### config.mk
export PLATFORM = sky130hd
export DESIGN_NAME = tetromino_queue_flat
export DESIGN_NICKNAME = d
export VERILOG_FILES = /design/src/rtl/tetris_pkg.sv /design/src/rtl/tetromino_queue_if.sv /design/src/rtl/tetromino_bag.sv /design/src/rtl/tetromino_queue.sv /design/src/flat_wrapper.sv
export SDC_FILE = /design/constraint.sdc
export NUM_CORES = 1
export LEC_CHECK = 0
export ABC_CLOCK_PERIOD_IN_PS = 2500
export BUFFER_PORTS_ARGS = -buffer_cell sky130_fd_sc_hd__buf_2
export CAP_MARGIN = 20
export CORE_UTILIZATION = 25
export CTS_CLUSTER_SIZE = 24
export DETAILED_ROUTE_END_ITERATION = 10
export GPL_TIMING_DRIVEN = 0
export SLEW_MARGIN = 30
export SYNTH_ARGS = -nofsm -noshare
export SYNTH_HDL_FRONTEND = slang
export SYNTH_SLANG_ARGS = --single-unit
### constraint.sdc
create_clock -name clk -period 2.5 [get_ports clk]
set_input_delay 0.5 -clock clk [delete_from_list [all_inputs] [get_ports clk]]
set_output_delay 0.5 -clock clk [all_outputs]
set_load 0.05 [all_outputs]
### src/rtl/tetris_pkg.sv
// Shared tetromino definitions: piece codes, widths and small helpers.
package tetris_pkg;

  localparam int unsigned PIECE_W = 3;
  localparam int unsigned COUNT_W = 3;
  localparam int unsigned BAG_W   = 7;

  localparam logic [PIECE_W-1:0] PIECE_I    = 3'd0;
  localparam logic [PIECE_W-1:0] PIECE_O    = 3'd1;
  localparam logic [PIECE_W-1:0] PIECE_T    = 3'd2;
  localparam logic [PIECE_W-1:0] PIECE_S    = 3'd3;
  localparam logic [PIECE_W-1:0] PIECE_Z    = 3'd4;
  localparam logic [PIECE_W-1:0] PIECE_J    = 3'd5;
  localparam logic [PIECE_W-1:0] PIECE_L    = 3'd6;
  localparam logic [PIECE_W-1:0] PIECE_NONE = 3'd7;

  localparam logic [BAG_W-1:0] BAG_FULL = 7'h7F;

  // Generator emits 7 as a filler code that never becomes a piece.
  function automatic logic piece_is_real(input logic [PIECE_W-1:0] code);
    return code != PIECE_NONE;
  endfunction

endpackage

### src/rtl/tetromino_queue_if.sv
// Piece-queue bus: generator/game side (master) and queue side (slave).
interface tetromino_queue_if
  import tetris_pkg::*;
#(
  parameter int unsigned DEPTH = 3
) ();

  localparam int unsigned PREV_W = PIECE_W * (DEPTH - 1);

  logic [PIECE_W-1:0] rand_in;
  logic               pop;
  logic [PIECE_W-1:0] piece;
  logic               piece_valid;
  logic [PREV_W-1:0]  preview;
  logic [COUNT_W-1:0] count;

  modport master (
    output rand_in, pop,
    input  piece, piece_valid, preview, count
  );

  modport slave (
    input  rand_in, pop,
    output piece, piece_valid, preview, count
  );

endinterface

### src/rtl/tetromino_bag.sv
// 7-bag used-piece mask: refuses a code already dealt in the current bag.
module tetromino_bag
  import tetris_pkg::*;
(
  input  logic               clk,
  input  logic               rst,
  input  logic [PIECE_W-1:0] code_i,
  input  logic               commit_i,
  output logic               accept_ok_c
);

  logic [BAG_W-1:0] mask_q, mask_d, set_c;

  // Code 7 shifts out of the 7-bit field, so it never aliases a real bit.
  always_comb begin
    set_c       = BAG_W'(1) << code_i;
    accept_ok_c = piece_is_real(code_i) && ((mask_q & set_c) == '0);
    mask_d      = mask_q;
    if (commit_i) begin
      mask_d = mask_q | set_c;
      if (mask_d == BAG_FULL) begin
        mask_d = '0;
      end
    end
  end

  always_ff @(posedge clk or negedge rst) begin
    if (!rst) begin
      mask_q <= '0;
    end else begin
      mask_q <= mask_d;
    end
  end

endmodule

### src/rtl/tetromino_queue.sv
// Next-piece FIFO behind the tetromino generator with preview export.
// Optional 7-bag dealing enabled by defining TETROMINO_BAG_EN.
module tetromino_queue
  import tetris_pkg::*;
#(
  parameter int unsigned DEPTH = 3
) (
  input logic               clk,
  input logic               rst,
  tetromino_queue_if.slave  bus
);

  logic [PIECE_W-1:0] q_q [DEPTH];
  logic [PIECE_W-1:0] q_d [DEPTH];
  logic [COUNT_W-1:0] count_q, count_d;
  logic               valid_q, valid_d;
  logic               eff_pop_c, full_c, push_c, bag_ok_c;

  assign eff_pop_c = bus.pop && (count_q != '0);
  assign full_c    = (count_q == COUNT_W'(DEPTH));
  assign push_c    = piece_is_real(bus.rand_in) && (!full_c || eff_pop_c) && bag_ok_c;

`ifdef TETROMINO_BAG_EN
  tetromino_bag u_bag (
    .clk         (clk),
    .rst         (rst),
    .code_i      (bus.rand_in),
    .commit_i    (push_c),
    .accept_ok_c (bag_ok_c)
  );
`else
  assign bag_ok_c = 1'b1;
`endif

  // Shift on pop; the push lands just past the last valid entry after the shift.
  always_comb begin
    q_d     = q_q;
    count_d = count_q;
    if (eff_pop_c) begin
      for (int unsigned i = 0; i < DEPTH - 1; i++) begin
        q_d[i] = q_q[i+1];
      end
      q_d[DEPTH-1] = '0;
      if (push_c) begin
        for (int unsigned i = 0; i < DEPTH; i++) begin
          if (COUNT_W'(i) == (count_q - COUNT_W'(1))) begin
            q_d[i] = bus.rand_in;
          end
        end
      end else begin
        count_d = count_q - COUNT_W'(1);
      end
    end else if (push_c) begin
      for (int unsigned i = 0; i < DEPTH; i++) begin
        if (COUNT_W'(i) == count_q) begin
          q_d[i] = bus.rand_in;
        end
      end
      count_d = count_q + COUNT_W'(1);
    end
    valid_d = (count_d != '0);
  end

  always_ff @(posedge clk or negedge rst) begin
    if (!rst) begin
      for (int unsigned i = 0; i < DEPTH; i++) begin
        q_q[i] <= '0;
      end
      count_q <= '0;
      valid_q <= 1'b0;
    end else begin
      q_q     <= q_d;
      count_q <= count_d;
      valid_q <= valid_d;
    end
  end

  assign bus.piece       = q_q[0];
  assign bus.piece_valid = valid_q;
  assign bus.count       = count_q;

  always_comb begin
    bus.preview = '0;
    for (int unsigned k = 1; k < DEPTH; k++) begin
      bus.preview[PIECE_W*(k-1) +: PIECE_W] = q_q[k];
    end
  end

endmodule

### src/flat_wrapper.sv
// flat-port wrapper written by rule: the top's interface ports become plain ports
module tetromino_queue_flat import tetris_pkg::*;
#(
  parameter int unsigned DEPTH = 3
)
  (clk, rst, bus_rand_in, bus_pop, bus_piece, bus_piece_valid, bus_preview, bus_count);
  tetromino_queue_if #(.DEPTH(DEPTH)) bus_i ();
  input logic clk;
  input logic rst;
  input wire logic [$bits(bus_i.rand_in)-1:0] bus_rand_in;
  input wire logic [$bits(bus_i.pop)-1:0] bus_pop;
  output wire logic [$bits(bus_i.piece)-1:0] bus_piece;
  output wire logic [$bits(bus_i.piece_valid)-1:0] bus_piece_valid;
  output wire logic [$bits(bus_i.preview)-1:0] bus_preview;
  output wire logic [$bits(bus_i.count)-1:0] bus_count;
  assign bus_i.rand_in = bus_rand_in;
  assign bus_i.pop = bus_pop;
  assign bus_piece = bus_i.piece;
  assign bus_piece_valid = bus_i.piece_valid;
  assign bus_preview = bus_i.preview;
  assign bus_count = bus_i.count;
  tetromino_queue #(.DEPTH(DEPTH)) u_core (.clk(clk), .rst(rst), .bus(bus_i));
endmodule
==> impl_metrics.py, run 1 <==
metrics = {
    "place": {
        "pre_cts_slack_ps": 424,
        "placement.io_buffers": 16,
        "place_congestion": 0.878,
        "dp_hpwl_um": 1560,
        "dp_cells": 153,
    },
    "worst_setup_path": {
        "required_ps": 2640,
        "worstSetupPathType": "reg -> reg",
        "crit_start": "u_core.bus.count[0]",
        "cp-end-kind": "register",
        "crit_arrival_ps": 2220,
        "rr_startpoint": "u_core.bus.count[0]",
        "cp-start-kind": "register",
        "crit_path_max_fanout": 8,
    },
    "floorplan": {
        "fp.dieW_um": 61.7,
        "num_rows": 21,
        "initial_core_util": 0.263,
        "dieArea_um2": 3810,
        "core_area_um2": 3390,
        "chipHeight_um": 61.7,
        "pin_count": 19,
    },
    "clock_network": {
        "clock-sinks": 13,
        "cts_root_buf": "clkbuf_4",
        "tritoncts": "yes",
        "cts_buffer_depth": 2,
        "post-cts-setup-buffers": 0,
        "clk_pin_slew_worst_paths_ps": 70,
        "cts_hold_buffers": 0,
        "insertion_delay_ps": 270,
        "htree_levels": 1,
        "numCtsBuffers": 3,
        "cts-resized-gates": 0,
    },
    "sta": {
        "finalSetupTns_ps": 0,
        "slew_headroom": 0.689,
        "tightest_slew_ps": 467,
        "period_share": 0.833,
        "slew_viol_final": 0,
        "fin_crit_ps": 2080,
        "setup_viol": 0,
        "finalHoldViolCount": 0,
        "setup_ws_ps": 418,
        "rsz0062_at_grt": "false",
        "clock_skew_ps": 1.09,
        "fmax_ghz": 0.480,
    },
    "grt": {
        "first_global_vias": 796,
        "grt_overflow_total": 0,
        "grt_max_degree": 14,
        "track_usage": 0.129,
        "antenna_found_initial": 0,
        "grt_pass1_wl_um": 3610,
    },
    "layout": {
        "fin_nets": 126,
        "syn2layout_area_growth_pct": 18.4,
        "drive_gt1_frac": 0.243,
        "fin_cells": 157,
        "fillerInstances": 365,
        "insertedDiodeCount": 0,
    },
    "routing": {
        "ant_nets": 0,
        "drt_first_iter_violations": 47,
        "vias": 796,
        "first_pass_iters": 4,
        "routed_wl_um": 2070,
        "route.detailed.drc": 0,
        "wl_per_cell_um": 13.2,
        "vias_per_cell": 5.07,
    },
    "yosys": {
        "netlist_top_cells_area": "dfrtp_1 36%, ha_1 11%, mux2i_1 3.4%, inv_1 3.4%, a22o_1 2.9%",
        "synth_top_flop_cell": "dfrtp_1",
        "syn-cell-area_um2": 892,
        "avgSynthCellArea_um2": 9.80,
        "ys_ff_latch": 13,
        "synth.distinct_cells": 40,
        "synthArstFlopShare": 1.00,
        "yosysMostFrequentCell": "dfrtp_1",
        "synth_edf_count": 0,
        "yosysTopAreaCellShare": 0.365,
        "ys_warn_count": 0,
        "syn_nets": 105,
        "synth_common_cells": "13 x dfrtp_1, 8 x ha_1, 8 x inv_1",
        "yosysSeqAreaShare": 0.365,
        "synth_area_leader_cell": "dfrtp_1",
        "synthCells": 91,
    },
    "min_path": {
        "hold_path_class": "in -> async",
    },
    "status": {
        "status": "finished, final reports clean",
    },
    "flow_run": {
        "drv_cap": 0,
    },
}
-- logic make-up after synthesis --
| group | after synthesis | synth area share |
|---|---|---|
| compound gates | 32 | 0.268 |
| xor+xnor | 1 | 0.00982 |
| fa+ha+maj | 8 | 0.112 |
| buf+inv | 13 | 0.0757 |
| flops | 13 | 0.365 |
| mux | 4 | 0.0491 |
| simple gates | 20 | 0.121 |
-- state kept, by name, summed over array words and instances (netlist names) --
signal                  cells
u_core.bus.count            3
u_core.bus.piece_valid      1
u_core.bus.piece            3
u_core.bus.preview          6
-- cell usage in the layout (no fill, tap or decap), drive strengths merged, types with 3 or more instances in the layout --
cell	instances
o211ai	3
nor3	4
a21oi	3
buf	19
inv	8
clkbuf	5
o21ai	6
a211oi	3
mux2i	4
dfrtp	13
nor2	3
nand2	4
a22o	3
ha	8
-- worst max-delay path, cell delays in order (launching register included) --
cell and delay [ps]:
dfrtp_1 490, ha_1 250, ha_1 230, a31oi_1 310
o21ai_0 140, a311oi_1 370, o211ai_1 150
-- worst paths after layout --
check	endpoint	slack, ps	depth (start not counted)
worst max-delay path	u_core.bus.piece_valid	420	6
max in group asynchronous	u_core.bus.preview[5]	2180	1
worst max register to register	u_core.bus.piece_valid	420	6
min in group clk	u_core.bus.preview[5]	460	2
worst min register to register	u_core.bus.piece[2]	520	2
worst min-delay path	u_core.bus.piece[2]	100	1
-- metrics by stage --
stage                     instance area [um2]  utilization  hold WS, ps
final                                    1060        0.312         96.3
after floorplan                           892            -          204
after global routing                     1060        0.312          109
after global placement                   1030        0.304          394
after CTS                                1060        0.312          104
after detailed placement                 1030        0.304          403
-- area by class of cell --
cell class              count  area, um2  share of cell area
repair buffers             16       80.1              0.0758
clock buffers               4       26.3              0.0249
well taps                  46       57.6              0.0545
plain buffers               4       33.8              0.0320
flip-flops and latches     13        325               0.308
multi-input cells          65        499               0.473
inverters                   9       33.8              0.0320
-- layer usage --
metal,global-route usage,share of wire
met1,0.174,0.48
met3,0.0124,0.031
met5,0,0
met2,0.206,0.47
met4,0.0667,0.019
Power of run 1 is not shown: default switching activity piles up to over one toggle a cycle in this logic, so the estimate is an artifact.
==> inputs of run 2 (changes only) <==
- ABC_CLOCK_PERIOD_IN_PS: 2500 -> 1800
- clock period: 2.5 -> 1.8 ns (I/O delays scaled with it)
==> run 2 against run 1 <==
  * First-iteration DRC count decreased by 11%
  * Worst hold slack improved by 230 ps
  * Utilization grew 3.8 points
  * Flip-flop and latch count unchanged
  * Via count grew 1.4%
  * Global-route usage rose by 0.36 points
  * Register-to-register slack worse by 410 ps
==> impl_metrics.py, run 2 (synthesis gave the netlist of run 1 again) <==
metrics = {
    "status": {
        "status": "finished, final reports clean",
    },
    "floorplan": {
        "initial_core_util": 0.263,
        "num_rows": 21,
        "pin_count": 19,
        "dieArea_um2": 3810,
        "chipHeight_um": 61.7,
        "core_area_um2": 3390,
        "fp.dieW_um": 61.7,
    },
    "layout": {
        "insertedDiodeCount": 0,
        "drive_gt1_frac": 0.363,
        "fin_nets": 128,
        "syn2layout_area_growth_pct": 32.7,
        "fin_cells": 159,
        "largest_register_ff_count": 6,
        "final_common_cell": "buf_2",
        "final_cell_mix": "17 x buf_2, 10 x dfrtp_1, 6 x inv_1",
        "fillerInstances": 354,
    },
    "grt": {
        "grt_pass1_wl_um": 3660,
        "first_global_vias": 759,
        "grt_overflow_total": 0,
        "antenna_found_initial": 0,
        "grt_max_degree": 14,
        "track_usage": 0.133,
    },
    "place": {
        "dp_cells": 153,
        "dp_hpwl_um": 1650,
        "place_congestion": 0.801,
        "placement.io_buffers": 16,
        "pre_cts_slack_ps": -114,
    },
    "routing": {
        "wl_per_cell_um": 13.9,
        "vias": 807,
        "drt_first_iter_violations": 42,
        "first_pass_iters": 4,
        "vias_per_cell": 5.08,
        "route.detailed.drc": 0,
        "ant_nets": 0,
        "routed_wl_um": 2210,
    },
    "sta": {
        "setup_ws_ps": 8.75,
        "slew_viol_final": 0,
        "finalHoldViolCount": 0,
        "fmax_ghz": 0.558,
        "finalSetupTns_ps": 0,
        "setup_viol": 0,
        "rsz0062_at_grt": "true",
        "period_share": 0.995,
        "slew_headroom": 0.648,
        "fin_crit_ps": 1790,
        "clock_skew_ps": 1.27,
        "tightest_slew_ps": 515,
    },
    "worst_setup_path": {
        "cp-start-kind": "register",
        "cp-end-kind": "register",
        "worstSetupPathType": "reg -> reg",
        "required_ps": 1940,
        "crit_arrival_ps": 1930,
        "crit_path_max_fanout": 4,
    },
    "clock_network": {
        "cts_root_buf": "clkbuf_4",
        "tritoncts": "yes",
        "clk_pin_slew_worst_paths_ps": 80,
        "cts_buffer_depth": 2,
        "clock-sinks": 13,
        "insertion_delay_ps": 270,
        "htree_levels": 1,
        "numCtsBuffers": 3,
    },
    "min_path": {
        "hold_path_class": "in -> reg",
    },
    "flow_run": {
        "drv_cap": 0,
    },
}
[run 2: cell type report]
cell class | count | area (um2) | area share
plain buffers | 4 | 36.3 | 0.0307
clock buffers | 4 | 26.3 | 0.0222
inverters | 9 | 38.8 | 0.0328
multi-input cells | 65 | 596 | 0.503
flip-flops and latches | 13 | 332 | 0.280
well taps | 46 | 57.6 | 0.0486
repair buffers | 18 | 97.6 | 0.0825
[run 2: through the flow]
step / area [um2] / hold WS (ps) / util
floorplan: 966 / 64.4 / -
detailed placement: 1100 / 267 / 0.326
CTS: 1160 / 323 / 0.344
finish: 1180 / 327 / 0.349
global placement: 1100 / 258 / 0.326
global route: 1180 / 333 / 0.349
[run 2: path summary, 6_finish.rpt]
| path | from | end | slack, ps | depth (start not counted) |
|---|---|---|---|---|
| hold reg to reg | u_core.bus.piece[1] | u_core.bus.piece[1] | 530 | 2 |
| setup / recovery | u_core.bus.count[0] | u_core.bus.piece_valid | 9 | 6 |
| hold / removal | bus_rand_in[2] | u_core.bus.preview[5] | 330 | 2 |
| min in group asynchronous | rst | u_core.bus.piece[0] | 500 | 2 |
| setup reg to reg | u_core.bus.count[0] | u_core.bus.piece_valid | 9 | 6 |
| max in group asynchronous | rst | u_core.bus.count[0] | 1060 | 2 |
[run 2: what timing repair did]
action | CTS | global route
hold buffers | 1 | 0
resized for setup | 3 | 2
buffers inserted | 1 | 0
setup endpoints to repair | 3 | 9
endpoints found under the hold margin | 13 | 0
pin swaps | 1 | 3
[run 2: routing by layer]
metal  vias up  track usage  share of wire
met5         -            0              0
met4         0       0.0381          0.011
met3         4       0.0455          0.062
met2        31        0.218           0.46
met1       382        0.165           0.46
li1        390            -              -
[run 2: critical path, stage by stage, from the launching register on]
cell and delay [ps]:
dfrtp_4 520, ha_4 180, ha_2 200, a31oi_4 190, o21ai_1 110, a311oi_2 320, o211ai_1 140
Power of run 2 is left out for the same reason.
